==> src/rtl/pipe_pkg.sv <==
// Shared definitions for elastic pipeline-stage buffers: state encoding and
// the NOP bubble used by instruction-carrying stages.
package pipe_pkg;

    localparam logic [1:0] ST_EMPTY = 2'd0;
    localparam logic [1:0] ST_FULL  = 2'd1;
    localparam logic [1:0] ST_SKID  = 2'd2;

    localparam logic [31:0] NOP_BUBBLE = 32'h0000_0013;

endpackage

==> src/rtl/pipe_data_reg.sv <==
// Load-enabled payload register with synchronous clear to a fixed value.
module pipe_data_reg #(
    parameter int                 WIDTH   = 32,
    parameter logic [WIDTH-1:0]   RST_VAL = '0
) (
    input  logic             clk,
    input  logic             clr,
    input  logic             load,
    input  logic [WIDTH-1:0] d,
    output logic [WIDTH-1:0] q
);

    logic [WIDTH-1:0] data_q;
    logic [WIDTH-1:0] data_d;

    always_comb begin
        data_d = data_q;
        if (clr) begin
            data_d = RST_VAL;
        end else if (load) begin
            data_d = d;
        end
    end

    always_ff @(posedge clk) begin
        data_q <= data_d;
    end

    assign q = data_q;

endmodule

==> src/rtl/pipe_stage_buf.sv <==
// Elastic inter-stage register with valid/ready handshake, flush and an
// optional skid entry that makes in_ready a pure flop output.
module pipe_stage_buf
    import pipe_pkg::*;
#(
    parameter int               WIDTH  = 32,
    parameter bit               SKID   = 1'b1,
    parameter logic [WIDTH-1:0] BUBBLE = '0
) (
    input  logic             clk,
    input  logic             reset,
    input  logic             flush,
    input  logic             in_valid,
    output logic             in_ready,
    input  logic [WIDTH-1:0] in_data,
    output logic             out_valid,
    input  logic             out_ready,
    output logic [WIDTH-1:0] out_data,
    output logic [1:0]       occupancy
);

    logic [1:0]       state_q;
    logic [1:0]       state_d;
    logic             clear;
    logic             load_main;
    logic             load_skid;
    logic [WIDTH-1:0] main_src;
    logic [WIDTH-1:0] skid_data;

    assign clear = reset | flush;

    always_comb begin
        state_d   = state_q;
        load_main = 1'b0;
        load_skid = 1'b0;
        if (clear) begin
            state_d = ST_EMPTY;
        end else begin
            case (state_q)
                ST_EMPTY: begin
                    if (in_valid) begin
                        state_d   = ST_FULL;
                        load_main = 1'b1;
                    end
                end
                ST_FULL: begin
                    if (in_valid && out_ready) begin
                        load_main = 1'b1;
                    end else if (in_valid && SKID) begin
                        // Downstream stalled: park the new entry behind the head.
                        state_d   = ST_SKID;
                        load_skid = 1'b1;
                    end else if (!in_valid && out_ready) begin
                        state_d = ST_EMPTY;
                    end
                end
                ST_SKID: begin
                    if (out_ready) begin
                        state_d   = ST_FULL;
                        load_main = 1'b1;
                    end
                end
                default: state_d = ST_EMPTY;
            endcase
        end
    end

    always_ff @(posedge clk) begin
        state_q <= state_d;
    end

    assign main_src = (state_q == ST_SKID) ? skid_data : in_data;

    pipe_data_reg #(
        .WIDTH   (WIDTH),
        .RST_VAL (BUBBLE)
    ) u_main (
        .clk  (clk),
        .clr  (clear),
        .load (load_main),
        .d    (main_src),
        .q    (out_data)
    );

    generate
        if (SKID) begin : g_skid
            logic in_ready_q;
            logic in_ready_d;

            pipe_data_reg #(
                .WIDTH   (WIDTH),
                .RST_VAL (BUBBLE)
            ) u_skid (
                .clk  (clk),
                .clr  (clear),
                .load (load_skid),
                .d    (in_data),
                .q    (skid_data)
            );

            // Registered ready: low exactly while both entries are held.
            assign in_ready_d = (state_d != ST_SKID);

            always_ff @(posedge clk) begin
                in_ready_q <= in_ready_d;
            end

            assign in_ready = in_ready_q;
        end else begin : g_noskid
            logic unused_load_skid;
            assign unused_load_skid = load_skid;
            assign skid_data        = BUBBLE;
            assign in_ready         = !out_valid || out_ready;
        end
    endgenerate

    assign out_valid = (state_q != ST_EMPTY);

    always_comb begin
        case (state_q)
            ST_FULL: occupancy = 2'd1;
            ST_SKID: occupancy = 2'd2;
            default: occupancy = 2'd0;
        endcase
    end

endmodule

==> config.mk <==
export PLATFORM = sky130hd
export DESIGN_NAME = pipe_stage_buf
export DESIGN_NICKNAME = d
export VERILOG_FILES = /design/src/rtl/pipe_pkg.sv /design/src/rtl/pipe_data_reg.sv /design/src/rtl/pipe_stage_buf.sv
export SDC_FILE = /design/constraint.sdc
export NUM_CORES = 1
export LEC_CHECK = 0
export ABC_AREA = 1
export CORE_MARGIN = 3
export CORE_UTILIZATION = 30
export DETAILED_ROUTE_END_ITERATION = 12
export GPL_TIMING_DRIVEN = 1
export PLACE_DENSITY_LB_ADDON = 0.05
export SYNTH_ARGS = -nofsm -noshare
export SYNTH_HDL_FRONTEND = slang
export SYNTH_SLANG_ARGS = --single-unit
==> constraint.sdc <==
create_clock -name clk -period 1.21 [get_ports clk]
set_clock_uncertainty 0.05 [all_clocks]
set_input_delay 0.1815 -clock clk [delete_from_list [all_inputs] [get_ports clk]]
set_output_delay 0.1815 -clock clk [all_outputs]
set_load 0.01 [all_outputs]
Word level (Yosys, flattened, before mapping)
Index checks and enable logic that the tools add are counted.

Muxes and demuxes: 17. Bitwise gates (word level): 1. Equal/unequal tests: 3. Reduce and logical (&&, ||, !) cells: 5.

Operators with widths (count): $mux W32 (1); $mux W2 (6); $mux W1 (7); $pmux W2 S3 (1); $pmux W2 S2 (1); $pmux W1 S3 (1); $eq A2 B1 Y1 const B (1); $eq A2 B2 Y1 const B (1); $logic_and A1 B1 Y1 (2); $logic_not A2 Y1 (1); $ne A2 B2 Y1 const B (1); $reduce_bool A2 Y1 (1); $logic_not A1 Y1 (1); $or A1 B1 Y1 (1).

Input bits: 37. Output and inout bits: 36. Bits in registers: 67. Logic and storage cells: 30.

Logic depth before layout (Yosys ltp)
Word-level depth: 8. Mapped depth: 9. Depth with buffers taken out: 7.

Modules after synthesis
Synthesis repeated with hierarchy kept, for this count alone.

Cells, all modules: 536. Area total of the unflattened synthesis: 3295.7 um2.

Modules (own cells, without submodules): pipe_data_reg (sequential area each 640.6 um2, area each 1338.8 um2, cells an instance 203, instances 2); pipe_stage_buf (sequential area each 60.1 um2, area each 618.1 um2, cells an instance 130, instances 1).

Worst setup path before layout
Ideal clock, no wire load.

Path type: flip-flop to flip-flop. From: register state_q[0]. To: register g_skid.u_skid.data_q[10], in the netlist g_skid.u_skid.q[10]. Slack: -0.094 ns. Data arrival time: 1.137 ns. Library setup time: 0.117 ns. Path buffers: 1. Cell stages (with the launch flop): 7. Period minus slack after synthesis: 1.304 ns. Required time: 1.043 ns. Path through: dfxtp_1 -> inv_1 -> nor2_2 -> nand3_2 -> clkbuf_1 -> o21ai_0 -> nor2_1.

Word-level cells in the longest chain between the ends: 3.

Ends and longest elaborated chain: start: declaration (RTL line pipe_stage_buf.sv:22) `logic [1:0] state_q;`; start signal: assignment (RTL line pipe_stage_buf.sv:69) `state_q <= state_d;`; $eq A2 B1 Y1 (RTL line pipe_stage_buf.sv:39) `case (state_q)`; $mux W1 (RTL line pipe_stage_buf.sv:39); $mux W1 (RTL line pipe_stage_buf.sv:36) `if (clear) begin`; end signal: assignment (RTL line pipe_data_reg.sv:26) `data_q <= data_d;`; end: declaration (RTL line pipe_data_reg.sv:13) `logic [WIDTH-1:0] data_q;`.

Every way passes these cells. A chain may end at the register's enable or synchronous reset.

Worst setup path after layout
From: register state_q[1]. To: register g_skid.u_skid.data_q[3], in the netlist g_skid.u_skid.q[3].

Same word-level chain as after synthesis.

==> impl_metrics.toml <==
[status]
outcome = "complete, but fails checks"
violations = "setup timing"

[yosys]
synth.avg_cell_area_um2 = 6.30
synthMuxAreaShare_pct = 0
synth_simple_gate_area_share_pct = 39.4
synth_compound_area_share_pct = 5.42
syn_area_um2 = 2960
syn-instance-count = 469
synth_seq_cells = 67
synth_top_family_by_area = "simple AND/OR/NAND/NOR gates"
ys_warn_count = 0
synth_nets = 506
synth.distinct_cells = 16
synth_xor_area_share_pct = 0
seq_area_frac_synth_pct = 45.4
synth_fa_ha_area_share_pct = 0

[timing]
tightest_slew_ns = 0.219
timing.final.ws_setup_ns = -0.196
holdWs_ns = 0.417
setup_viol = 68
fmaxAchievable_ghz = 0.711
drv_slew = 0
period_needed_ns = 1.41
rsz0062_at_grt = "true"
finalCritPeriodShare_pct = 116
slew_headroom_pct = 85.4
hold_violations = 0

[clocking]
numCtsBuffers = 9
cts_tree = "built"
clock-sinks = 67
clock_path_buffers = 2
clk_latency_ns = 0.34
holdBufCountCts = 0
path_clk_slew_ns = 0.07
h-tree-depth = 3
cts_root_buf = "clkbuf_8"

[global_routing]
grt_pass1_vias = 2851
grt_max_degree = 36
grt_pass1_wl_um = 14100
grt_overflow = 0
grt_antenna_before_repair = 0
track_usage_pct = 16.0

[power]
p_int_mw = 3.97
p_seq_share_pct = 43.8
leakage_nw = 2.20
fin_total_pwr_mw = 5.13
power_switching_mw = 1.16
power_density_nw_per_um2 = 1100
pwr-share-clk_pct = 44.6
power.share.switching_pct = 22.6
vdd.ir_drop.worst_mv = 0.597
power_frac_comb_pct = 11.5

[die]
die_w_um = 105
initial_core_util_pct = 31.4
die_h_um = 105
dieArea_um2 = 11100
core_um2 = 9420
rows = 35
io_pins = 73

[setup_path]
worst-path-max-fanout = 17
path_class = "flop to flop"
endpoint_kind = "flop"
crit_required_ns = 1.38
rr_startpoint = "state_q[1]$_DFF_P_"
worstPathArrival_ns = 1.58
crit_path_start = "state_q[1]$_DFF_P_"
start_kind = "flop"

[final_layout]
multiInputGateArea_um2 = 1530
area_growth_pct = 57.7
antennaDiodeCount = 0
fillers = 980
drive_gt1_share_pct = 22.2
design_area_um2 = 4660
final_nets = 599
layout.cells.non_filler = 696
seq_area_um2 = 1350
fin_util_pct = 49.5

[detailed_routing]
drt-initial-drc-count = 118
drc = 0
routed_wl_um = 8650
ant_nets = 0
routed_via_density = 4.34
firstDrtPassIters = 5
vias = 3022
wl_per_cell_um = 12.4

[place]
dp.final_hpwl_um = 5050
dpl_cell_area_um2 = 3920
io_buffers = 72
globalplace.congestion = 0.736
dp.cells = 661

[min_path]
hold_class = "flop to flop"
min_from = "g_skid.u_skid.q[17]$_SDFFE_PN0P_"

[run]
cap_violations = 0
## power groups by stage
stage	logic (mW)	registers, mW	clock network, mW
finish	0.592	2.25	2.29
global route	0.656	2.25	2.45
CTS	0.569	2.25	2.36
detailed placement	0.496	2.30	0
global placement	0.494	2.30	0
floorplan	0.222	2.31	0
## placed cells by master, fill, tap and decap left out
cell type        netlist  routed
nand2_1              169     149
nor2_1               131     113
dfxtp_1               67      65
inv_1                 38      36
clkdlybuf4s50_1        0      36
nand2_2                0      18
nor2_2                 1      14
o21ai_2                0      14
clkdlybuf4s15_1        0      13
o21ai_1               17      12
buf_6                  2      12
clkbuf_2               0      12
buf_12                 0      11
clkbuf_8               0      10
dlygate4sd2_1          0       8
buf_4                  7       8
nor2_4                 1       6
o21ai_0               15       6
buf_16                 0       6
inv_2                  1       3
bufinv_16              0       3
nand2_4                0       2
nand3_4                0       2
clkbuf_1              11       2
inv_4                  0       1
nand3_1                2       1
clkinvlp_4             0       1
bufbuf_16              0       1
dfxtp_2                0       1
dfxtp_4                0       1
## final timing paths
path,to,slack (ns),cells after the start
worst max-delay path,g_skid.u_skid.q[3]$_SDFFE_PN0P_,-0.20,7
worst min-delay path,g_skid.u_skid.q[17]$_SDFFE_PN0P_,0.42,2
worst max register to register,g_skid.u_skid.q[3]$_SDFFE_PN0P_,-0.20,7
worst min register to register,g_skid.u_skid.q[17]$_SDFFE_PN0P_,0.42,2
## synthesized netlist by cell type (all sizes together)
cell type  instances  area share, %
buf               14            3.4
nand2            169             21
nor2             133             17
clkbuf            11            1.4
nand3              3           0.68
clkinv             1           0.13
o21ai             32            5.4
inv               39            5.0
dfxtp             67             45
## area by class of cell
class	instances	area share, %
clock buffer	12	3.11
clock inverter	4	2.09
inverter	40	3.27
multi-input combinational	337	32.7
sequential	67	28.9
tap	129	3.46
timing repair buffer	107	26.5
## what timing repair did
item | 4_1_cts | 5_1_grt
cloned | 7 | 0
pin swaps | 3 | 10
endpoints found under the setup margin | 100 | 91
setup buffers | 11 | 1
gates resized for setup | 103 | 75
## critical path, stage by stage (launching register included)
cell and delay, ns:
dfxtp_4 0.36, buf_6 0.12, nor2_4 0.11, nand3_4 0.12, buf_12 0.16, buf_12 0.15
o21ai_0 0.16, nor2_1 0.06
## per-layer routing
metal	vias to the layer above	global-route usage [%]	routed length (um)	part of all wire [%]
met5	-	0	0	0
met4	0	3.84	58	0.67
met3	4	4.90	364	4.2
met2	57	27.7	4410	51
met1	1382	19.4	3810	44
li1	1579	-	-	-
## registers in the layout, summed over array words and instances, names as in the netlist
register,cells
g_skid.u_skid.q,32
u_main.q,32
in_ready,1
state_q,2
## metrics by stage
| stage | worst slack [ns] | setup TNS [ns] |
|---|---|---|
| after detailed placement | -0.362 | -19.95 |
| after global routing | -0.276 | -14.10 |
| after global placement | -0.362 | -19.85 |
| final | -0.196 | -8.91 |
| after CTS | -0.236 | -11.01 |
| after floorplan | 0.00611 | 0 |
## logic make-up after synthesis
logic type	Yosys count
buffers and inverters	65
and+or+nand+nor	305
DFF	67
AOI/OAI and AO/OA	32
Power figures use the tool's default switching activity.
